==> src/rtl/uart_rx.sv <==
// Purpose : 8N1 UART receiver, 2-flop synchronised line, one-entry output register.
// Latency : rx_valid rises 2 + HALF_BIT + 9*CLKS_PER_BIT clocks after the first low rx sample.
// Backpressure: none on the line; an unconsumed byte is overwritten and overrun is flagged.
//
// Ports:
//   clock     system clock, rising edge
//   n_rst     asynchronous active-low reset
//   rx        serial line, idle high, asynchronous to clock
//   rx_data   last received byte
//   rx_valid  rx_data holds an unconsumed byte
//   rx_ack    one-cycle consume strobe, honoured only while rx_valid=1
//   frame_err sticky: stop bit sampled low
//   overrun   sticky: byte completed while previous byte unconsumed
//   busy      receiver is not idle (combinational decode of state)

module uart_rx #(
  parameter int CLK_FREQ = 50000000,
  parameter int BAUD     = 115200
) (
  input  logic       clock,
  input  logic       n_rst,
  input  logic       rx,
  output logic [7:0] rx_data,
  output logic       rx_valid,
  input  logic       rx_ack,
  output logic       frame_err,
  output logic       overrun,
  output logic       busy
);

  localparam int CLKS_PER_BIT = CLK_FREQ / BAUD;
  localparam int HALF_BIT     = CLKS_PER_BIT / 2;
  localparam int CNT_W        = (CLKS_PER_BIT > 2) ? $clog2(CLKS_PER_BIT) : 1;

  localparam logic [CNT_W-1:0] BIT_LAST  = CNT_W'(CLKS_PER_BIT - 1);
  localparam logic [CNT_W-1:0] HALF_LAST = CNT_W'(HALF_BIT - 1);

  typedef enum logic [2:0] {
    S_IDLE,
    S_START,
    S_DATA,
    S_STOP,
    S_BREAK
  } state_t;

  // Synchroniser: both flops reset high so reset never looks like a start edge.
  logic rx_meta;
  logic rx_s;

  state_t           state, state_nxt;
  logic [CNT_W-1:0] clk_cnt, cnt_nxt;
  logic [2:0]       bit_idx, idx_nxt;
  logic [7:0]       shreg, shreg_nxt;
  logic             deliver;
  logic             ferr_set;
  logic             ack_eff;

  always_ff @(posedge clock or negedge n_rst) begin
    if (!n_rst) begin
      rx_meta <= 1'b1;
      rx_s    <= 1'b1;
    end else begin
      rx_meta <= rx;
      rx_s    <= rx_meta;
    end
  end

  // State and frame datapath registers.
  always_ff @(posedge clock or negedge n_rst) begin
    if (!n_rst) begin
      state   <= S_IDLE;
      clk_cnt <= '0;
      bit_idx <= '0;
      shreg   <= '0;
    end else begin
      state   <= state_nxt;
      clk_cnt <= cnt_nxt;
      bit_idx <= idx_nxt;
      shreg   <= shreg_nxt;
    end
  end

  // Next-state and frame datapath decode.
  always_comb begin
    state_nxt = state;
    cnt_nxt   = clk_cnt;
    idx_nxt   = bit_idx;
    shreg_nxt = shreg;
    deliver   = 1'b0;
    ferr_set  = 1'b0;

    case (state)
      S_IDLE: begin
        cnt_nxt = '0;
        if (!rx_s) begin
          state_nxt = S_START;
        end
      end

      // Re-check the line half a bit in; a short low pulse is dropped silently.
      S_START: begin
        if (clk_cnt == HALF_LAST) begin
          cnt_nxt = '0;
          if (rx_s) begin
            state_nxt = S_IDLE;
          end else begin
            state_nxt = S_DATA;
            idx_nxt   = '0;
          end
        end else begin
          cnt_nxt = clk_cnt + 1'b1;
        end
      end

      // Samples land mid-bit because START already consumed half a bit.
      S_DATA: begin
        if (clk_cnt == BIT_LAST) begin
          cnt_nxt   = '0;
          shreg_nxt = {rx_s, shreg[7:1]};
          if (bit_idx == 3'd7) begin
            state_nxt = S_STOP;
          end else begin
            idx_nxt = bit_idx + 3'd1;
          end
        end else begin
          cnt_nxt = clk_cnt + 1'b1;
        end
      end

      S_STOP: begin
        if (clk_cnt == BIT_LAST) begin
          cnt_nxt = '0;
          if (rx_s) begin
            deliver   = 1'b1;
            state_nxt = S_IDLE;
          end else begin
            ferr_set  = 1'b1;
            state_nxt = S_BREAK;
          end
        end else begin
          cnt_nxt = clk_cnt + 1'b1;
        end
      end

      // Hold off until the line returns high so a break is not read as a new start.
      S_BREAK: begin
        cnt_nxt = '0;
        if (rx_s) begin
          state_nxt = S_IDLE;
        end
      end

      default: begin
        state_nxt = S_IDLE;
        cnt_nxt   = '0;
        idx_nxt   = '0;
      end
    endcase
  end

  // An ack with nothing held is ignored entirely.
  assign ack_eff = rx_ack & rx_valid;

  // Output register and sticky flags.
  always_ff @(posedge clock or negedge n_rst) begin
    if (!n_rst) begin
      rx_data   <= '0;
      rx_valid  <= 1'b0;
      frame_err <= 1'b0;
      overrun   <= 1'b0;
    end else begin
      if (deliver) begin
        rx_data  <= shreg;
        rx_valid <= 1'b1;
      end else if (ack_eff) begin
        rx_valid <= 1'b0;
      end

      // Ack on the delivery cycle consumes the old byte, so that is not an overrun.
      if (deliver && rx_valid && !rx_ack) begin
        overrun <= 1'b1;
      end else if (ack_eff) begin
        overrun <= 1'b0;
      end

      if (ferr_set) begin
        frame_err <= 1'b1;
      end else if (ack_eff) begin
        frame_err <= 1'b0;
      end
    end
  end

  assign busy = (state != S_IDLE);

endmodule

==> config.mk <==
export PLATFORM = sky130hd
export DESIGN_NAME = uart_rx
export DESIGN_NICKNAME = d
export VERILOG_FILES = /design/src/rtl/uart_rx.sv
export SDC_FILE = /design/constraint.sdc
export NUM_CORES = 1
export LEC_CHECK = 0
export ABC_AREA = 1
export CORE_UTILIZATION = 30
export DETAILED_ROUTE_END_ITERATION = 16
export GPL_TIMING_DRIVEN = 1
export PLACE_DENSITY = 0.46
export SYNTH_ARGS = -nofsm -noshare
export SYNTH_HDL_FRONTEND = slang
export SYNTH_SLANG_ARGS = --single-unit
==> constraint.sdc <==
create_clock -name clock -period 1.61 [get_ports clock]
set_input_delay 0.322 -clock clock [delete_from_list [all_inputs] [get_ports clock]]
set_output_delay 0.322 -clock clock [all_outputs]
set_load 0.03 [all_outputs]
==> impl_metrics.tcl, run 1 <==
set metrics [dict create \
    yosys_warnings 0 \
    synth.avg_cell_area_um2 8.53 \
    gpl.final_weighted_congestion 0.764 \
    finalInstanceArea_um2 2110 \
    wl_per_cell_um 10.2 \
    top_routing_layer_used "met4" \
    clk_pin_slew_worst_paths_ns 0.07 \
    detailedRoute.firstIterationViolations 43 \
    die_height_um 77.4 \
    synth_cells 200 \
    final_antenna_net_count 0 \
    cts-buffers-inserted 5 \
    met3_wirelength_um 90 \
    global_route_wire_length_before_repair_mm 5.62 \
    nNetsFinal 238 \
    layout_common_cells "nand2_1, dfrtp_1, nor2_1, inv_1" \
    fill_cells 564 \
    syn_nets 209 \
    tot_gr_track_use_pct 12.1 \
    synth_top_cell_by_area "dfrtp_1" \
    vias_per_cell 4.25 \
    detailroute.via_count 1284 \
    final_hold_vio_count 0 \
    antenna_found_initial 0 \
    setup_ws_final_ns 0.132 \
    dp.final_hpwl_mm 2.28 \
    tightest_hold_check_type "register to register" \
    timing.critical_path.required_ns 1.79 \
    cts-root-to-sink-buffers 2 \
    cell_row_count 27 \
    floorplan.die.width_um 77.4 \
    hold_ws_ns 0.356 \
    seq_area_frac_synth_pct 53.0 \
    detailedRoute.firstPassIterationCount 4 \
    placement.io_buffers 15 \
    gr-total-overflow 0 \
    ir_drop_v 0.000436 \
    place_area_um2 1980 \
    fin_crit_sh_pct 91.8 \
    initial_core_util_pct 31.0 \
    transition_time_of_the_tightest_slew_check_pin_ns 0.379 \
    detailedPlace.worstSlack_ns 0.0427 \
    finalClockSkew_ns 0.00613 \
    cts_tree "built" \
    synth-seq-cells 36 \
    n_antenna_cell 0 \
    wl_met2_mm 1.36 \
    total_wire_length_after_detailed_routing_mm 3.08 \
    root_buffer "clkbuf_8" \
    timing.final.setup_violations 0 \
    synth.distinct_cells 22 \
    design.die.area_um2 5990 \
    status "complete, no violations" \
    area.growth.synth_to_final_pct 23.8 \
    grt_setup_unrepaired "yes" \
    synth.top_cell.area_share_pct 49.9 \
    f_max_ghz 0.677 \
    wl_met1_mm 1.60 \
    grt_max_degree 23 \
    core-area_um2 5510 \
    number_of_global_route_vias_before_repair 1272 \
    maxCapViolCount 0 \
    htree_levels 2 \
    final_common_cell "nand2_1" \
    finish.utilization_pct 38.4 \
    timing.critical_path.arrival_ns 1.66 \
    p_leak_uw 0.00112 \
    io-pin-count 16 \
    highest_net_fanout_along_the_worst_path 4 \
    post_route_cells_drive_above_1_share_pct 18.3 \
    finalMaxSlewViolations 0 \
    worstSkewPairLatency_ns 0.29 \
    mappedNetlistArea_um2 1710 \
    cp-end-kind "register" \
    power.density_cell_area_nw_per_um2 834 \
    relSlewSlack_pct 74.7 \
    finalCriticalPeriod_ns 1.48 \
    clock-sinks 36 \
    yosys-top-cells-area "dfrtp_1, nand2_1, nor2_1" \
    power_uw 1760 \
    criticalPathCategory "register to register" \
    drc 0 \
    element_type_at_the_critical_path_start "register" \
]
## cell type report
cell class | instances | area (um^2) | area share [%]
clock buffers | 5 | 68.8 | 3.26
clock inverters | 3 | 42.5 | 2.01
inverters | 27 | 104 | 4.92
multi-input cells | 135 | 693 | 32.8
flip-flops and latches | 36 | 905 | 42.8
well taps | 72 | 90.1 | 4.27
repair buffers | 24 | 209 | 9.89
## state kept, by name (all words and copies together) (netlist names)
name	cells
state	3
frame_err	1
overrun	1
shreg	8
rx_s	1
bit_idx	3
clk_cnt	9
rx_meta	1
rx_valid	1
rx_data	8
## routing by layer
layer  GRT usage, %  vias to the layer above
met5              0                        -
met4           3.96                        0
met3           4.47                        2
met2           18.4                       17
met1           15.9                      591
li1               -                      674
## through the flow
stage	cells	TNS (ns)
5_1_grt	302	-0.0252
2_1_floorplan	200	0
3_3_place_gp	291	0
3_5_place_dp	291	0
4_1_cts	300	0
6_report	302	0
## critical path: stages, from the launching register on
cell	delay, ns
dfrtp_1	0.40
ha_1	0.21
ha_1	0.20
nand2_1	0.07
nand2_1	0.06
nor2_2	0.23
nand2_2	0.10
nand2_1	0.07
nand2_1	0.04
## kinds of logic after synthesis
| group | after synthesis | synth area share, % |
|---|---|---|
| simple gates | 107 | 26.8 |
| flops | 36 | 53.0 |
| xor+xnor | 7 | 3.60 |
| fa+ha+maj | 5 | 3.67 |
| compound gates | 16 | 5.72 |
| buf+inv | 29 | 7.26 |
## where the power goes
part	switching, uW	internal [uW]
Sequential	3.59	912
Combinational	38.1	18.9
Clock	330	458
Total	372	1390
## final timing paths
kind	start	endpoint	slack, ns	cells after the start
max	bit_idx[0]	bit_idx[0]	0.13	8
min	rx_meta	rx_s	0.36	0
max reg2reg	bit_idx[0]	bit_idx[0]	0.13	8
min reg2reg	rx_meta	rx_s	0.36	0
max in group asynchronous	n_rst	shreg[7]	0.69	3
min in group asynchronous	n_rst	clk_cnt[3]	0.47	2
## what timing repair did
| item | in CTS | in global routing |
|---|---|---|
| gates resized for setup | 12 | 9 |
| hold buffers | 1 | 0 |
| pin swaps | 0 | 3 |
| endpoints found under the setup margin | 12 | 15 |
| buffers inserted | 0 | 2 |
| hold endpoints to repair | 12 | 0 |
## cell usage after synthesis
| cell | instances |
|---|---|
| nand3_1 | 11 |
| inv_2 | 5 |
| o21ai_0 | 2 |
| ha_1 | 5 |
| nor2_2 | 2 |
| xnor2_1 | 2 |
| o31ai_1 | 1 |
| nor3_1 | 1 |
| nor2_1 | 23 |
| nor3_2 | 2 |
| nand2_1 | 62 |
| xor2_1 | 5 |
| buf_6 | 2 |
| dfstp_2 | 2 |
| nand2_2 | 3 |
| nand2_4 | 1 |
| o21ai_2 | 4 |
| nand3b_1 | 2 |
| dfrtp_1 | 34 |
| inv_1 | 22 |
| o21ai_1 | 5 |
| a21oi_1 | 4 |
No activity file was read; power rests on OpenSTA's default activity.
==> run 2, diff against run 1 <==
CAP_MARGIN = 10   (was not set)
==> results of run 2 <==
Same layout as run 1: the final DEF is identical, and so are final timing and power.
